===== src/rtl/countdown_timer_pkg.sv =====
// Shared types for the countdown timer: FSM state encoding and its width.
package countdown_timer_pkg;

  localparam int unsigned STATE_W = 2;

  typedef enum logic [STATE_W-1:0] {
    IDLE  = 2'd0,
    RUN   = 2'd1,
    PAUSE = 2'd2
  } state_e;

endpackage


===== src/rtl/countdown_timer_tick_prescaler.sv =====
// Divides the tick enable by PRESCALE; step pulses on the tick that completes a group.
module tick_prescaler #(
  parameter int unsigned PRESCALE = 1
) (
  input  logic clk,
  input  logic reset,
  input  logic clear,
  input  logic tick,
  output logic step
);

  if (PRESCALE == 1) begin : g_bypass
    logic unused_inputs;
    assign unused_inputs = &{1'b0, clk, reset, clear};
    assign step = tick;
  end else begin : g_div
    localparam int unsigned CW = $clog2(PRESCALE);
    localparam logic [CW-1:0] LAST = CW'(PRESCALE - 1);

    logic [CW-1:0] cnt_q, cnt_d;
    logic          wrap;

    assign wrap = (cnt_q == LAST);
    assign step = tick & ~clear & wrap;

    always_comb begin
      cnt_d = cnt_q;
      if (clear) begin
        cnt_d = '0;
      end else if (tick) begin
        cnt_d = wrap ? '0 : cnt_q + 1'b1;
      end
    end

    always_ff @(posedge clk or negedge reset) begin
      if (!reset) begin
        cnt_q <= '0;
      end else begin
        cnt_q <= cnt_d;
      end
    end
  end

endmodule


===== src/rtl/countdown_timer.sv =====
// Programmable down-counter: counts a reload value down once per prescaled tick,
// pulses done at terminal count, then stops (one-shot) or reloads (periodic).
module countdown_timer
  import countdown_timer_pkg::*;
#(
  parameter int unsigned WIDTH    = 8,
  parameter int unsigned PRESCALE = 1
) (
  input  logic             clk,
  input  logic             reset,
  input  logic             load,
  input  logic [WIDTH-1:0] load_value,
  input  logic             start,
  input  logic             pause,
  input  logic             abort,
  input  logic             tick,
  input  logic             auto_reload,
  output logic [WIDTH-1:0] count,
  output logic             busy,
  output logic             paused,
  output logic             done
);

  state_e           state_q, state_d;
  logic [WIDTH-1:0] reload_q, reload_d;
  logic [WIDTH-1:0] count_q, count_d;
  logic             busy_q, busy_d;
  logic             paused_q, paused_d;
  logic             done_q, done_d;

  logic             pre_clear;
  logic             pre_tick;
  logic             step;

  // The prescaler only advances on ticks that RUN actually honours.
  assign pre_tick  = tick & (state_q == RUN) & ~pause & ~abort;
  assign pre_clear = abort | ((state_q == IDLE) & start);

  tick_prescaler #(
    .PRESCALE(PRESCALE)
  ) u_prescaler (
    .clk   (clk),
    .reset (reset),
    .clear (pre_clear),
    .tick  (pre_tick),
    .step  (step)
  );

  always_comb begin
    state_d  = state_q;
    reload_d = load ? load_value : reload_q;
    count_d  = count_q;
    done_d   = 1'b0;

    if (abort) begin
      state_d = IDLE;
      count_d = '0;
    end else begin
      unique case (state_q)
        IDLE: begin
          if (start) begin
            if (reload_q != '0) begin
              count_d = reload_q;
              state_d = RUN;
            end else begin
              done_d = 1'b1;
            end
          end
        end
        RUN: begin
          if (pause) begin
            state_d = PAUSE;
          end else if (step) begin
            if (count_q > WIDTH'(1)) begin
              count_d = count_q - 1'b1;
            end else begin
              done_d = 1'b1;
              if (auto_reload && (reload_q != '0)) begin
                count_d = reload_q;
              end else begin
                count_d = '0;
                state_d = IDLE;
              end
            end
          end
        end
        PAUSE: begin
          if (start) begin
            state_d = RUN;
          end
        end
        default: begin
          state_d = IDLE;
          count_d = '0;
        end
      endcase
    end

    busy_d   = (state_d != IDLE);
    paused_d = (state_d == PAUSE);
  end

  always_ff @(posedge clk or negedge reset) begin
    if (!reset) begin
      state_q  <= IDLE;
      reload_q <= '0;
      count_q  <= '0;
      busy_q   <= 1'b0;
      paused_q <= 1'b0;
      done_q   <= 1'b0;
    end else begin
      state_q  <= state_d;
      reload_q <= reload_d;
      count_q  <= count_d;
      busy_q   <= busy_d;
      paused_q <= paused_d;
      done_q   <= done_d;
    end
  end

  assign count  = count_q;
  assign busy   = busy_q;
  assign paused = paused_q;
  assign done   = done_q;

endmodule


===== config.mk =====
export PLATFORM = sky130hd
export DESIGN_NAME = countdown_timer
export DESIGN_NICKNAME = d
export VERILOG_FILES = /design/src/rtl/countdown_timer_pkg.sv /design/src/rtl/countdown_timer_tick_prescaler.sv /design/src/rtl/countdown_timer.sv
export SDC_FILE = /design/constraint.sdc
export NUM_CORES = 1
export LEC_CHECK = 0
export ABC_AREA = 1
export CORE_MARGIN = 2
export CORE_UTILIZATION = 35
export DETAILED_ROUTE_END_ITERATION = 8
export PLACE_DENSITY = 0.64
export SETUP_SLACK_MARGIN = 0.5
export SYNTH_ARGS = -nofsm -noshare
export SYNTH_HDL_FRONTEND = slang
export SYNTH_SLANG_ARGS = --single-unit

===== constraint.sdc =====
create_clock -name clk -period 1.4 [get_ports clk]
set_input_delay 0.14 -clock clk [delete_from_list [all_inputs] [get_ports clk]]
set_output_delay 0.14 -clock clk [all_outputs]
set_load 0.01 [all_outputs]

==> impl_results.md, run 1 <==
* Largest area contributor in the netlist: dfrtp_1
* CTS Buffer Depth at 2
* Synth Area in XOR/XNOR at less than 1%
* Mapped cell area at between 1000 and 1500 µm²
* Number of max-cap violations at 0
* ANT cells at 0
* Final setup vio count at 8
* Sequential share of the synthesized area at between 30% and 40%
* Fin crit period at ~1.5 ns
* Core ar. at roughly 3700 µm²
* RSZ-0062 raised after global routing: yes
* Wire per inst at ~11 µm
* Final GP Congestion at between 0.8 and 0.9
* First-pass GRT wire length at 5.71 mm
* Crit path arrival time at approximately 1.7 ns
* Startpoint types: flop
* Remaining DRCs at 0
* TritonCTS sink count at 21
* Largest cells by area after synthesis: dfrtp_1 (39%), nand2_1 (22%), nand3_1 (7.1%)
* Top-area cell type share of the netlist area at 39.4%
* Post-Synthesis Cells at between 150 and 200
* Leak at 1.09 nW
* Worst-margin pin slew at 0.413 ns
* Top Ports at 27
* Relative slew slack at between 70% and 80%
* Setup TNS at -0.365 ns
* Min-Delay Path Class: primary input to asynchronous set/reset pin
* YS warnings at 0
* Synthesized area per cell at between 6 and 7 µm²
* Grt total ovfl at 0
* Initial core utilization at ~36%
* TritonCTS Buffers at 3
* Pwr dens at ~1100 nW/µm²
* Setup slack after layout at -0.0830 ns
* Max FO, Critical Path at 6
* CTS tree: built
* Slew Limit Fails at 0
* Vias post-DR at approximately 1.4k
* Worst VDD drop at ~0.5 mV
* Chip Width at 65.8 µm
* Worst setup path class: flop to flop
* R2R setup slack at -0.08 ns
* Failing checks: negative setup slack
* Site row count at 22
* Die ar. at 4320 µm²
* Drt pass-1 iters at 4
* Post-Synth Simple-Gate Area at between 40% and 50%
* All-layer global routing usage at about 17%
* Nets@finish at 276
* Drt first-iter violations at 96
* Vias per cell at roughly 4.6
* Syn_nets at around 210
* CP Data Required Time at about 1.6 ns
* Fmax at 0.674 GHz
* Synth Area in Adders at between 1.5 and 2%
* Hold Fails Final Rpt at 0
* Distinct cells, synth at 25
* Final worst path period share at 106%
* Worst Clk Skew at 0.00315 ns
* Die Y at between 60 and 70 µm
* Fillcell total at between 300 and 400
* Vias in the first global route at 1319
* Post-DP HPWL at approximately 2.5 mm
* Synthesis-stage register bit count at 21
* Compound-gate portion of the synthesized area at 9.09%
* Clock transition at path regs at roughly 0.080 ns
* Reg area at between 500 and 600 µm²
* Final ANT Viol Nets at 0
* Port Buf Inserts at 26
* Largest net degree at the start of global routing at 22
* Largest family of logic cells by synthesized area: simple AND/OR/NAND/NOR gates
* Worst skew pair latency at approximately 0.27 ns
* Area Growth Syn to Fin at 58.3%
* Multi-input gate area at around 870 µm²
* CTS root buffer: clkbuf_8
* Initial antenna violation count at 0
* Status: finished, violations left
* Final instance area at 2110 µm²
* Layout cells sized above 1 at between 30 and 40%
* H-tree depth at 1
* Worst Setup End Kind: flop
* Fin Hold WS at between 0.2 and 0.25 ns
* Post-synthesis mux area share at 0%
* Placed cell area at about 1900 µm²
* Post-Route WL at 3.48 mm
path summary, 6_finish.rpt:
kind | start | to | depth (start not counted)
setup reg to reg | count[0]$_DFFE_PN0P_ | count[7]$_DFFE_PN0P_ | 11
hold / removal | reset | reload_q[4]$_DFFE_PN0P_ | 2
hold reg to reg | count[7]$_DFFE_PN0P_ | count[7]$_DFFE_PN0P_ | 3
max in group asynchronous | reset | count[2]$_DFFE_PN0P_ | 2
setup / recovery | count[0]$_DFFE_PN0P_ | count[7]$_DFFE_PN0P_ | 11
min in group clk | load | reload_q[4]$_DFFE_PN0P_ | 3
placed cells by master, fill, tap and decap left out, drive strengths merged, types with 2 or more instances in the layout:
master         count
nand4              3
o21ai             13
dfrtp             21
inv               21
buf               43
clkdlybuf4s50     13
nand2             80
ha                 2
nor2              27
clkbuf             4
nand3             19
per-stage QoR:
stage	util, %	cells	worst slack, ns	total power [mW]
after floorplan	-	196	-0.0229	1.23
after global placement	50.6	291	-0.0330	1.62
after detailed placement	50.6	291	-0.0894	1.62
after CTS	54.9	301	-0.0323	2.12
after global routing	57.7	305	-0.181	2.40
final	57.7	305	-0.0830	2.24
cells in the mapped netlist:
| master | n |
|---|---|
| o211ai_2 | 1 |
| a21boi_1 | 1 |
| a32oi_1 | 1 |
| clkinv_1 | 1 |
| nor2_2 | 1 |
| nor2_1 | 23 |
| xnor2_1 | 1 |
| o21ai_0 | 8 |
| a21oi_1 | 1 |
| o21bai_1 | 1 |
| nand2_1 | 78 |
| inv_1 | 18 |
| o21ai_1 | 5 |
| ha_1 | 2 |
| nand4_1 | 3 |
| nand2_4 | 1 |
| nand2_2 | 1 |
| dfrtp_1 | 21 |
| o21a_1 | 1 |
| nor2_4 | 1 |
| nor2_8 | 2 |
| inv_2 | 3 |
| nand3_1 | 19 |
| clkbuf_1 | 1 |
| a22oi_1 | 1 |
what timing repair did:
item                       CTS  global route
resized for setup           73            21
hold buffers                 0             0
pin swaps                   12            12
setup buffers                6             4
setup endpoints to repair   24            32
cloned                       0             0
flip-flops by register name (all words and copies together) (netlist names):
name and count:
busy 1, count 8, done 1, paused 1
reload_q 8, state_q 2
report_power, final:
group | leakage [nW] | switching [mW] | internal, mW
Combinational | 0.800 | 0.578 | 0.524
Sequential | 0.266 | 0.0595 | 0.672
Clock | 0.0228 | 0.208 | 0.203
per-layer routing:
layer | wire length [µm] | track usage, % | up-vias
met3 | 128 | 2.57 | 7
met4 | 65 | 6.77 | 0
met5 | 0 | 0 | -
li1 | - | - | 746
met2 | 1680 | 27.3 | 37
met1 | 1610 | 23.4 | 626
worst max-delay path: stages, from the launching register on:
cell and delay (ns):
dfrtp_2 0.45, inv_4 0.08, ha_4 0.16, nor2_2 0.05, nor2_2 0.16, nand2_4 0.10, nand2_4 0.08, nand2_2 0.05
o21ai_1 0.06, nand2_1 0.07, nand2_1 0.06, nand2_1 0.05
cell families (layout without fill, tap and decap cells):
family | count (synthesis) | in the layout
adders and majority gates | 2 | 2
xor gates and xnor gates | 1 | 1
buffers and inverters | 23 | 84
AOI/OAI and AO/OA | 20 | 20
DFF | 21 | 21
and+or+nand+nor | 129 | 129
final cells by class:
cell class	count	area share, %
Sequential cell	21	25.0
Multi-Input combinational cell	152	41.1
Tap cell	48	2.84
Timing Repair Buffer	58	24.9
Clock buffer	4	2.13
Inverter	22	4.03
Note: power is estimated with default switching activity, not from simulation.
==> run 2: changes to the inputs <==
Settings changed: CORE_ASPECT_RATIO set to 0.8.
==> impl_results.md, run 2 (synthesis gave the netlist of run 1 again) <==
* Status: finished, violations left
* Failing checks: negative setup slack
* Leak at 1.11 nW (+2.0%)
* Layout cells sized above 1 at 31.2% (-3.1 points)
* CTS Buffer Depth at 2 (unchanged)
* Switching share of power at 36.7% (-1.0 points)
* Max FO, Critical Path at 6 (unchanged)
* Fin Hold WS at 0.213 ns (+0.00661 ns)
* Commonest non-fill, non-tap cells in the layout: nand2_1 (75), buf_4 (26), buf_6 (20)
* Clock transition at path regs at 0.08 ns (about the same)
* CTS root buffer: clkbuf_8
* Vias per cell at 4.58 (-1.4%)
* Net load switching power at 0.837 mW (-0.98%)
* Initial antenna violation count at 0 (unchanged)
* Die Y at 59.2 µm (-9.9%)
* Min-Delay Path Class: primary input to asynchronous set/reset pin
* Chip Width at 73.1 µm (+11%)
* Comb pwr share at 50.2% (+1.1 points)
* Clock Power Share at 18.1% (-0.2 points)
* Relative slew slack at 72.6% (+0.14 points)
* Final GP Congestion at 0.893 (+3.2%)
* Area Growth Syn to Fin at 59.7%
* Post-Layout Cell Count at 307 (+0.66%)
* RSZ-0062 raised after global routing: yes
* Cell Count Post-Placement at 291 (unchanged)
* ANT cells at 0 (unchanged)
* Worst setup path class: flop to flop
* Nets@finish at 282 (+2.2%)
* Setup TNS at -0.919 ns (-0.554 ns)
* Fin crit period at 1.53 ns (+0.0499 ns)
* Hold Fails Final Rpt at 0 (unchanged)
* First-pass GRT wire length at 6.01 mm (+5.3%)
* Largest net degree at the start of global routing at 22 (unchanged)
* Number of max-cap violations at 0 (unchanged)
* Site row count at 20 (-9.1%)
* All-layer global routing usage at 18.1% (+0.89 points)
* CTS tree: built
* Fmax at 0.652 GHz (-3.3%)
* Worst-margin pin slew at 0.411 ns (-0.00203 ns)
* Core ar. at 3730 µm² (+1.8%)
* Worst Setup End Kind: flop
* Top Ports at 27 (unchanged)
* Setup slack after layout at -0.133 ns (-0.0499 ns)
* Slew Limit Fails at 0 (unchanged)
* Hold_buf cts at 0 (unchanged)
* Final worst path period share at 109% (+3.6 points)
* Drt first-iter violations at 95 (-1.0%)
* Die ar. at 4330 µm² (about the same)
* Post-Route WL at 3.57 mm (+2.7%)
* TritonCTS Buffers at 3 (unchanged)
* Drt pass-1 iters at 4 (unchanged)
* Worst Clk Skew at 0.00154 ns (-0.00161 ns)
* Worst VDD drop at 0.477 mV (-5.3%)
* H-tree depth at 1 (unchanged)
* Worst skew pair latency at 0.26 ns (about the same)
* Port Buf Inserts at 26 (unchanged)
* Final setup vio count at 10 (+2)
* Sequential Power Share at 31.7% (-0.9 points)
* Worst slack at placement at -0.129 ns (-0.0392 ns)
* Crit path arrival time at 1.74 ns (+0.09 ns)
* Vias in the first global route at 1290 (-2.2%)
* Grt total ovfl at 0 (unchanged)
* Remaining DRCs at 0 (unchanged)
* Commonest non-fill, non-tap cell in the layout: nand2_1
* Wire per inst at 11.6 µm (+2.1%)
* Final ANT Viol Nets at 0 (unchanged)
* Startpoint types: flop
* Vias post-DR at 1406 (-0.71%)
* Pwr dens at 1070 nW/µm² (+0.85%)
* CP Data Required Time at 1.60 ns (+0.04 ns)
* P_int at 1.45 mW (+3.4%)
* Post-DP HPWL at 2.62 mm (+6.3%)
* Initial core utilization at 35.8% (-0.66 points)
* TritonCTS sink count at 21 (unchanged)
[run 2: repair_timing]
item,in CTS,in global routing
setup endpoints to repair,24,32
pin swaps,8,11
gates resized for setup,76,6
buffers inserted,7,5
[run 2: per-layer routing]
metal	share of wire, %	routed length [µm]	global-route usage [%]	vias up
li1	-	-	-	755
met1	48	1730	26.7	615
met2	47	1680	27.8	34
met3	4.3	155	4.25	2
met4	0.22	8	1.85	0
met5	0	0	0	-
[run 2: worst max-delay path, cell delays in order, from the launching register on]
cell and delay [ns]:
dfrtp_2 0.46, inv_4 0.09, ha_4 0.17, nor2_1 0.05, nor2_1 0.11, nand2_2 0.12
buf_4 0.15, nand3_2 0.05, nand3_1 0.07, nand2_1 0.07, nand2_1 0.06, nand2_1 0.07
[run 2: cell type report]
| cell class | count | area, µm² |
|---|---|---|
| Clock buffer | 3 | 41.3 |
| Inverter | 22 | 85.1 |
| Tap cell | 44 | 55.1 |
| Sequential cell | 21 | 528 |
| Timing Repair Buffer | 64 | 588 |
| Fill cell | 357 | 1600 |
| Clock inverter | 1 | 7.51 |
| Multi-Input combinational cell | 152 | 827 |
[run 2: stage by stage]
step / instance area [µm²] / power, mW / util [%]
global placement: 1870 / 1.64 / 50.0
finish: 2130 / 2.28 / 57.2
global route: 2130 / 2.46 / 57.2
floorplan: 1360 / 1.23 / -
detailed placement: 1870 / 1.65 / 50.0
CTS: 2070 / 2.23 / 55.6
[run 2: final timing paths]
kind / cells past startpoint / end / slack, ns / start
min reg2reg: 2 / reload_q[2]$_DFFE_PN0P_ / 0.58 / reload_q[2]$_DFFE_PN0P_
max: 11 / count[3]$_DFFE_PN0P_ / -0.13 / count[0]$_DFFE_PN0P_
min: 2 / busy$_DFF_PN0_ / 0.21 / reset
max in group asynchronous: 2 / count[0]$_DFFE_PN0P_ / 0.95 / reset
min in group clk: 3 / reload_q[5]$_DFFE_PN0P_ / 0.32 / load
max reg2reg: 11 / count[3]$_DFFE_PN0P_ / -0.13 / count[0]$_DFFE_PN0P_
[run 2: power groups by stage]
| stage | combinational (mW) | sequential, mW | clock [mW] |
|---|---|---|---|
| 2_1_floorplan | 0.467 | 0.764 | 0 |
| 3_3_place_gp | 0.913 | 0.726 | 0 |
| 3_5_place_dp | 0.923 | 0.728 | 0 |
| 4_1_cts | 1.07 | 0.721 | 0.435 |
| 5_1_grt | 1.26 | 0.735 | 0.461 |
| 6_report | 1.15 | 0.725 | 0.414 |
